File: src/rtl/issue_buffer_pkg.sv
// Shared issue-stage types: RS/FU packet layouts, function enums, lane state and lane count.
// The ALU and MULT function decode helpers live here too.
`ifndef SUPERSCALAR_WAYS
`define SUPERSCALAR_WAYS 2
`endif

package issue_buffer_pkg;

    localparam int unsigned XLEN  = 32;
    localparam int unsigned PR_W  = 6;
    localparam int unsigned AR_W  = 5;
    localparam int unsigned ROB_W = 5;

    typedef enum logic [1:0] {FU_ALU, FU_MULT, FU_LS, FU_BR} fu_sel_t;

    typedef enum logic [3:0] {
        ALU_ADD, ALU_SUB, ALU_SLT, ALU_SLTU, ALU_AND,
        ALU_OR, ALU_XOR, ALU_SLL, ALU_SRL, ALU_SRA
    } alu_func_t;

    typedef enum logic [1:0] {MULT_MUL, MULT_MULH, MULT_MULHSU, MULT_MULHU} mult_func_t;

    typedef enum logic [1:0] {StEmpty, StOne, StTwo} lane_state_t;

    typedef struct packed {
        logic              valid;
        logic [XLEN-1:0]   npc;
        logic [XLEN-1:0]   pc;
        logic [31:0]       inst;
        logic [1:0]        opa_select;
        logic [2:0]        opb_select;
        logic [AR_W-1:0]   ar_idx;
        logic [PR_W-1:0]   pr_idx;
        logic [PR_W-1:0]   reg1_pr_idx;
        logic [PR_W-1:0]   reg2_pr_idx;
        logic [ROB_W-1:0]  rob_idx;
        fu_sel_t           fu_sel;
        logic [3:0]        op_sel;
        logic              rd_mem;
        logic              wr_mem;
        logic              cond_branch;
        logic              uncond_branch;
        logic              halt;
        logic              illegal;
        logic              csr_op;
    } rs_issue_packet_t;

    typedef struct packed {
        logic              valid;
        logic [XLEN-1:0]   npc;
        logic [XLEN-1:0]   pc;
        logic [31:0]       inst;
        logic [XLEN-1:0]   rs1_value;
        logic [XLEN-1:0]   rs2_value;
        logic [1:0]        opa_select;
        logic [2:0]        opb_select;
        logic [AR_W-1:0]   ar_idx;
        logic [PR_W-1:0]   pr_idx;
        logic [ROB_W-1:0]  rob_idx;
        fu_sel_t           fu_select;
        alu_func_t         alu_func;
        mult_func_t        mult_func;
        logic              rd_mem;
        logic              wr_mem;
        logic              cond_branch;
        logic              uncond_branch;
        logic              halt;
        logic              illegal;
        logic              csr_op;
    } issue_fu_packet_t;

    // Non-ALU units and unused encodings fall back to ADD (address/target arithmetic).
    function automatic alu_func_t decode_alu(input fu_sel_t fu_sel, input logic [3:0] op_sel);
        if (fu_sel == FU_ALU && op_sel <= 4'd9) begin
            return alu_func_t'(op_sel);
        end
        return ALU_ADD;
    endfunction

    function automatic mult_func_t decode_mult(input fu_sel_t fu_sel, input logic [1:0] op_sel);
        return (fu_sel == FU_MULT) ? mult_func_t'(op_sel) : MULT_MUL;
    endfunction

endpackage

File: src/rtl/issue_skid_buf.sv
// One issue lane: a 2-entry FIFO (head + skid) with an EMPTY/ONE/TWO state machine.
// head_packet is forced to zero while the lane is empty.
module issue_skid_buf
    import issue_buffer_pkg::*;
(
    input  logic             clock,
    input  logic             reset,
    input  logic             squash,
    input  logic             push_valid,
    input  issue_fu_packet_t push_packet,
    output logic             push_ready,
    output logic             head_valid,
    output issue_fu_packet_t head_packet,
    input  logic             head_ready
);

    lane_state_t      state_q, state_d;
    issue_fu_packet_t head_q, skid_q;
    logic             accept, consume;
    logic             load_head, load_skid, head_from_skid;

    assign accept  = push_valid & push_ready;
    assign consume = head_valid & head_ready;

    always_ff @(posedge clock) begin
        if (reset) begin
            state_q <= StEmpty;
        end else begin
            state_q <= state_d;
        end
    end

    always_comb begin
        state_d        = state_q;
        load_head      = 1'b0;
        load_skid      = 1'b0;
        head_from_skid = 1'b0;
        unique case (state_q)
            StEmpty: begin
                if (accept) begin
                    state_d   = StOne;
                    load_head = 1'b1;
                end
            end
            StOne: begin
                if (accept && consume) begin
                    load_head = 1'b1;
                end else if (accept) begin
                    state_d   = StTwo;
                    load_skid = 1'b1;
                end else if (consume) begin
                    state_d = StEmpty;
                end
            end
            StTwo: begin
                if (consume) begin
                    state_d        = StOne;
                    head_from_skid = 1'b1;
                end
            end
            default: state_d = StEmpty;
        endcase
        if (squash) begin
            state_d = StEmpty;
        end
    end

    always_comb begin
        push_ready  = (state_q != StTwo);
        head_valid  = (state_q != StEmpty);
        head_packet = head_valid ? head_q : '0;
    end

    always_ff @(posedge clock) begin
        if (load_head) begin
            head_q <= push_packet;
        end else if (head_from_skid) begin
            head_q <= skid_q;
        end
        if (load_skid) begin
            skid_q <= push_packet;
        end
    end

endmodule

File: src/rtl/issue_buffer.sv
// Issue buffer: WAYS independent lanes turning RS packets into operand-resolved FU packets.
// Optional ISSUE_CDB_BYPASS_EN: operands matching a same-cycle CDB broadcast take its value.
module issue_buffer
    import issue_buffer_pkg::*;
#(
    parameter  int unsigned WAYS      = `SUPERSCALAR_WAYS,
    parameter  int unsigned PRF_SIZE  = 64,
    parameter  int unsigned CDB_WAYS  = `SUPERSCALAR_WAYS,
    localparam int unsigned PRF_IDX_W = $clog2(PRF_SIZE)
) (
    input  logic                 clock,
    input  logic                 reset,
    input  logic                 squash,
    input  logic [WAYS-1:0]      rs_valid,
    input  rs_issue_packet_t     rs_packet   [WAYS],
    output logic [WAYS-1:0]      rs_ready,
    output logic [PRF_IDX_W-1:0] prf_rd_idx  [2*WAYS],
    input  logic [31:0]          prf_rd_data [2*WAYS],
    input  logic [CDB_WAYS-1:0]  cdb_valid,
    input  logic [PRF_IDX_W-1:0] cdb_pr_idx  [CDB_WAYS],
    input  logic [31:0]          cdb_value   [CDB_WAYS],
    output logic [WAYS-1:0]      fu_valid,
    output issue_fu_packet_t     fu_packet   [WAYS],
    input  logic [WAYS-1:0]      fu_ready
);

    logic [31:0]      opnd [2*WAYS];
    issue_fu_packet_t fu_in [WAYS];
    logic [WAYS-1:0]  push_valid;

    always_comb begin
        for (int k = 0; k < WAYS; k++) begin
            prf_rd_idx[2*k]   = PRF_IDX_W'(rs_packet[k].reg1_pr_idx);
            prf_rd_idx[2*k+1] = PRF_IDX_W'(rs_packet[k].reg2_pr_idx);
        end
    end

    always_comb begin
        logic [PR_W-1:0] src;
        logic [31:0]     val;
`ifdef ISSUE_CDB_BYPASS_EN
        logic            hit;
        hit = 1'b0;
`endif
        src = '0;
        val = '0;
        for (int k = 0; k < WAYS; k++) begin
            for (int j = 0; j < 2; j++) begin
                src = (j == 0) ? rs_packet[k].reg1_pr_idx : rs_packet[k].reg2_pr_idx;
                val = prf_rd_data[2*k+j];
`ifdef ISSUE_CDB_BYPASS_EN
                hit = 1'b0;
                // Scan upward and stop at the first hit so the lowest CDB lane wins.
                for (int c = 0; c < CDB_WAYS; c++) begin
                    if (!hit && cdb_valid[c] && cdb_pr_idx[c] == PRF_IDX_W'(src)) begin
                        val = cdb_value[c];
                        hit = 1'b1;
                    end
                end
`endif
                if (src == '0) begin
                    val = '0;
                end
                opnd[2*k+j] = val;
            end
        end
    end

`ifndef ISSUE_CDB_BYPASS_EN
    logic unused_cdb;
    always_comb begin
        unused_cdb = ^cdb_valid;
        for (int c = 0; c < CDB_WAYS; c++) begin
            unused_cdb = unused_cdb ^ (^cdb_pr_idx[c]) ^ (^cdb_value[c]);
        end
    end
`endif

    always_comb begin
        for (int k = 0; k < WAYS; k++) begin
            push_valid[k]           = rs_valid[k] & rs_packet[k].valid;
            fu_in[k]                = '0;
            fu_in[k].valid          = 1'b1;
            fu_in[k].npc            = rs_packet[k].npc;
            fu_in[k].pc             = rs_packet[k].pc;
            fu_in[k].inst           = rs_packet[k].inst;
            fu_in[k].rs1_value      = opnd[2*k];
            fu_in[k].rs2_value      = opnd[2*k+1];
            fu_in[k].opa_select     = rs_packet[k].opa_select;
            fu_in[k].opb_select     = rs_packet[k].opb_select;
            fu_in[k].ar_idx         = rs_packet[k].ar_idx;
            fu_in[k].pr_idx         = rs_packet[k].pr_idx;
            fu_in[k].rob_idx        = rs_packet[k].rob_idx;
            fu_in[k].fu_select      = rs_packet[k].fu_sel;
            fu_in[k].alu_func       = decode_alu(rs_packet[k].fu_sel, rs_packet[k].op_sel);
            fu_in[k].mult_func      = decode_mult(rs_packet[k].fu_sel, rs_packet[k].op_sel[1:0]);
            fu_in[k].rd_mem         = rs_packet[k].rd_mem;
            fu_in[k].wr_mem         = rs_packet[k].wr_mem;
            fu_in[k].cond_branch    = rs_packet[k].cond_branch;
            fu_in[k].uncond_branch  = rs_packet[k].uncond_branch;
            fu_in[k].halt           = rs_packet[k].halt;
            fu_in[k].illegal        = rs_packet[k].illegal;
            fu_in[k].csr_op         = rs_packet[k].csr_op;
        end
    end

    for (genvar k = 0; k < WAYS; k++) begin : g_lane
        issue_skid_buf u_lane (
            .clock       (clock),
            .reset       (reset),
            .squash      (squash),
            .push_valid  (push_valid[k]),
            .push_packet (fu_in[k]),
            .push_ready  (rs_ready[k]),
            .head_valid  (fu_valid[k]),
            .head_packet (fu_packet[k]),
            .head_ready  (fu_ready[k])
        );
    end

endmodule

File: config.mk
export PLATFORM = sky130hd
export DESIGN_NAME = issue_buffer
export DESIGN_NICKNAME = d
export VERILOG_FILES = /design/src/rtl/issue_buffer_pkg.sv /design/src/rtl/issue_skid_buf.sv /design/src/rtl/issue_buffer.sv
export SDC_FILE = /design/constraint.sdc
export NUM_CORES = 1
export LEC_CHECK = 0
export ABC_AREA = 1
export BUFFER_PORTS_ARGS = -buffer_cell sky130_fd_sc_hd__buf_2
export CELL_PAD_IN_SITES_DETAIL_PLACEMENT = 0
export CELL_PAD_IN_SITES_GLOBAL_PLACEMENT = 1
export CORE_AREA = 5 5 359 361
export CTS_CLUSTER_SIZE = 12
export DETAILED_ROUTE_END_ITERATION = 12
export DIE_AREA = 0 0 364 366
export PLACE_DENSITY = 0.56
export SYNTH_ARGS = -nofsm -noshare
export SYNTH_HDL_FRONTEND = slang
export SYNTH_SLANG_ARGS = --single-unit
export TNS_END_PERCENT = 100
File: constraint.sdc
create_clock -name clock -period 14.55 [get_ports clock]
set_input_delay 2.91 -clock clock [delete_from_list [all_inputs] [get_ports clock]]
set_output_delay 2.91 -clock clock [all_outputs]
set_load 0.02 [all_outputs]
==> summary.md <==
| Metric | Value |
|---|---|
| Status | finished, final reports clean |
| Synth top cells by count | nand2_1, edfxtp_1, inv_1 |
| Multi-input gate area | 6450 um2 |
| Cell family with most CP delay | buffers and inverters |
| Seq. cell area | 23600 um2 |
| Synthesized flop and latch total | 788 |
| Share of cells above drive strength 1 | roughly a quarter |
| Final clock skew | between 0.03 and 0.04 ns |
| Setup TNS | 0 ns |
| Most numerous cell in the Yosys netlist | nand2_1 |
| Pin count of the biggest net entering global routing | around 200 |
| Mapped cell area | around 33000 um2 |
| CP Class | in -> reg |
| Cell variety after synth | 20 |
| Adder-Cell Fraction of Synth Area | 0% |
| Post-route ant nets | 0 |
| Via count | between 20000 and 25000 |
| Gr ovfl total | 0 |
| Total track usage | ~15% |
| Mean Syn Cell Area | ~11 um2 |
| Routed wire per std cell | 18.4 um |
| Minimum clock period | between 6 and 7 ns |
| Top FF cell, synth | edfxtp_1 |
| Die Span X | 364 um |
| Root Buffer | clkbuf_16 |
| Vias per cell | approximately 4 |
| Placed cell area | between 30000 and 40000 um2 |
| Slowest stage delay, CP | 0.96 ns |
| IO buf count | between 800 and 900 |
| Layout area overhead | 25.9% |
| Filler cell count | 13132 |
| Top-area cell type share of the netlist area | a little under three quarters |
| Period utilization | between 40% and 50% |
| Non-Filler Instances | around 5700 |
| CP dominant cell by count | buf_4 |
| Worst path slowest cell | nand2_4 |
| Endpoint class of the critical path | register |
| Row count | 130 |
| Simple-gate share of the synthesized area | around 17% |
| Worst hold-check slack | 0.501 ns |
| Sequential share of the synthesized area | between 70% and 80% |
| CTS sink count | between 700 and 800 |
| Worst-margin pin slew | 1.25 ns |
| P per Cell Area | around 120 nW/um2 |
| Starting Density | a little over a quarter |
| Worst-Skew Late Latency | roughly 0.67 ns |
| Critical path fanouts, max | ~140 |
| Post-Syn Nets | about 3600 |
| Initial antenna violation count | 62 |
| Overall power | between 5 and 6 mW |
| Max_cap viols | 0 |
| Asr flop ratio synth | 0% |
| Final setup fails | 0 |
| Clk buf depth | 3 |
| CTS Hold Bufs | 0 |
| Crit path cell chain | buf_2 > nand2_1 > nor2_2 > nand2_8 > nand2_4 > buf_4 > buf_4 |
| Htree depth | 3 |
| Largest family of logic cells by synthesized area | simple AND/OR/NAND/NOR gates |
| Final Max Tran Viols | 0 |
| XOR/XNOR share of the synthesized area | 0% |
| Synth warnings | 0 |
| Worst path bufs/invs | 3 |
| Startpoint Class | input pin |
| Multiplexer share of the synthesized area | 0% |
| CTS buffer count | 95 |
| Synth Area in Compound Gates | 2.09% |
| Dpl cells | roughly 5500 |
| Post-synth EDFFs | between 700 and 800 |
| First-pass GRT wire length | around 150000 um |
| Top Ports | ~920 |
| Die Area | 133000 um2 |
| CTS tree | done |
| Die Y | between 300 and 400 um |
| Maximum VDD drop | between 0.00008 and 0.00009 V |
| RSZ-0062 raised after global routing | false |
| DP Wirelength | between 70000 and 80000 um |
| Final hold viol count | 0 |
| Setup Slack @ Placement | 7.27 ns |
| CP arrival | between 6 and 7 ns |
| # nets final | 4428 |
| Static leakage | between 15 and 20 nW |
| Max Clock Freq | ~0.16 GHz |
| Synth area leaders | edfxtp_1, nand2_1, inv_1 |
| Final setup margin | around 8.1 ns |
| CP Data Required Time | 14.82 ns |
| Post-synth top area cell | edfxtp_1 |
| Core region area | approximately 130000 um2 |
| DRT Pass-1 Iters | 5 |
| Vias in the first global route | between 20000 and 25000 |
| Post-Route Utilization | between 30 and 40% |
| Post-CTS resize count | 0 |
| Final Wtd Congestion | about 0.8 |
| Wirelength, routed | 105000 um |
| Starting DRT DRC Count | between 1000 and 1500 |
| Clock Pin Slew Worst Setup and Hold Paths | approximately 0.06 ns |
| DRC | 0 |
| Setup bufs post-CTS | 0 |
| Gate Count Post-Synth | approximately 3100 |
| Design area | about 42000 um2 |
| Worst slew margin | between 15 and 20% |
| Worst Hold Class | reg -> reg |
[state kept, by name, indices dropped and copies added (netlist names)]
signal and count:
g_lane.u_lane.head_q 392, g_lane.u_lane.skid_q 392, g_lane.u_lane.state_q 4
[cell type report]
cell class	count	share of cell area (%)
flip-flops and latches	788	56.7
multi-input cells	1633	15.5
repair buffers	863	10.6
clock buffers	126	6.04
well taps	1650	4.96
inverters	548	4.94
clock inverters	48	1.06
diodes	33	0.198
[logic make-up after synthesis]
logic type / Yosys count
AOI/OAI and AO/OA: 138
buffers and inverters: 718
DFF: 788
and+or+nand+nor: 1495
[final timing paths]
| kind | from | endpoint | slack [ns] | cells after the start |
|---|---|---|---|---|
| worst min register to register | g_lane[1].u_lane.skid_q[135]$_DFFE_PP_ | g_lane[1].u_lane.head_q[135]$_DFFE_PP_ | 0.50 | 2 |
| worst max-delay path | rs_valid[0] | g_lane[0].u_lane.head_q[156]$_DFFE_PP_ | 8.11 | 7 |
| worst max register to register | g_lane[0].u_lane.state_q[1]$_SDFFE_PP0P_ | g_lane[0].u_lane.head_q[156]$_DFFE_PP_ | 10.12 | 5 |
| worst min-delay path | g_lane[1].u_lane.skid_q[135]$_DFFE_PP_ | g_lane[1].u_lane.head_q[135]$_DFFE_PP_ | 0.50 | 2 |
[power by group]
part / internal [mW] / switching (mW)
registers: 2.57 / 0.0136
clock network: 1.31 / 0.970
logic: 0.103 / 0.227
total: 3.98 / 1.21
[per-layer routing]
metal	GRT usage [%]	up-vias	share of wire (%)
met5	0	-	0.20
met4	6.37	32	3.6
met3	4.25	209	6.4
met2	26.0	596	50
met1	17.9	10909	40
li1	-	11399	-
[tightest hold or removal path, stage by stage, from the launching register on]
cell	delay [ns]
edfxtp_1	0.32
nand2_1	0.05
nand2_1	0.05
[layout by cell type (no fill, tap or decap)]
cell type / instances
buf_12: 4
a21oi_1: 2
nand2_1: 1042
nor2_1: 417
nor3_1: 2
o21ai_0: 114
buf_4: 17
nor2_2: 2
buf_2: 842
clkbuf_1: 30
nand3_1: 14
inv_1: 546
o21ai_1: 22
clkinv_1: 23
nand3_2: 2
inv_2: 2
bufinv_16: 5
clkinv_8: 2
nand2_8: 2
clkinv_2: 13
diode_2: 33
and3_1: 2
clkinv_16: 2
clkbuf_16: 96
nor2_4: 6
nand4_1: 4
inv_16: 2
clkinv_4: 1
nand2_4: 2
dfxtp_1: 4
edfxtp_1: 784
Note: power is estimated with default switching activity, not from simulation.
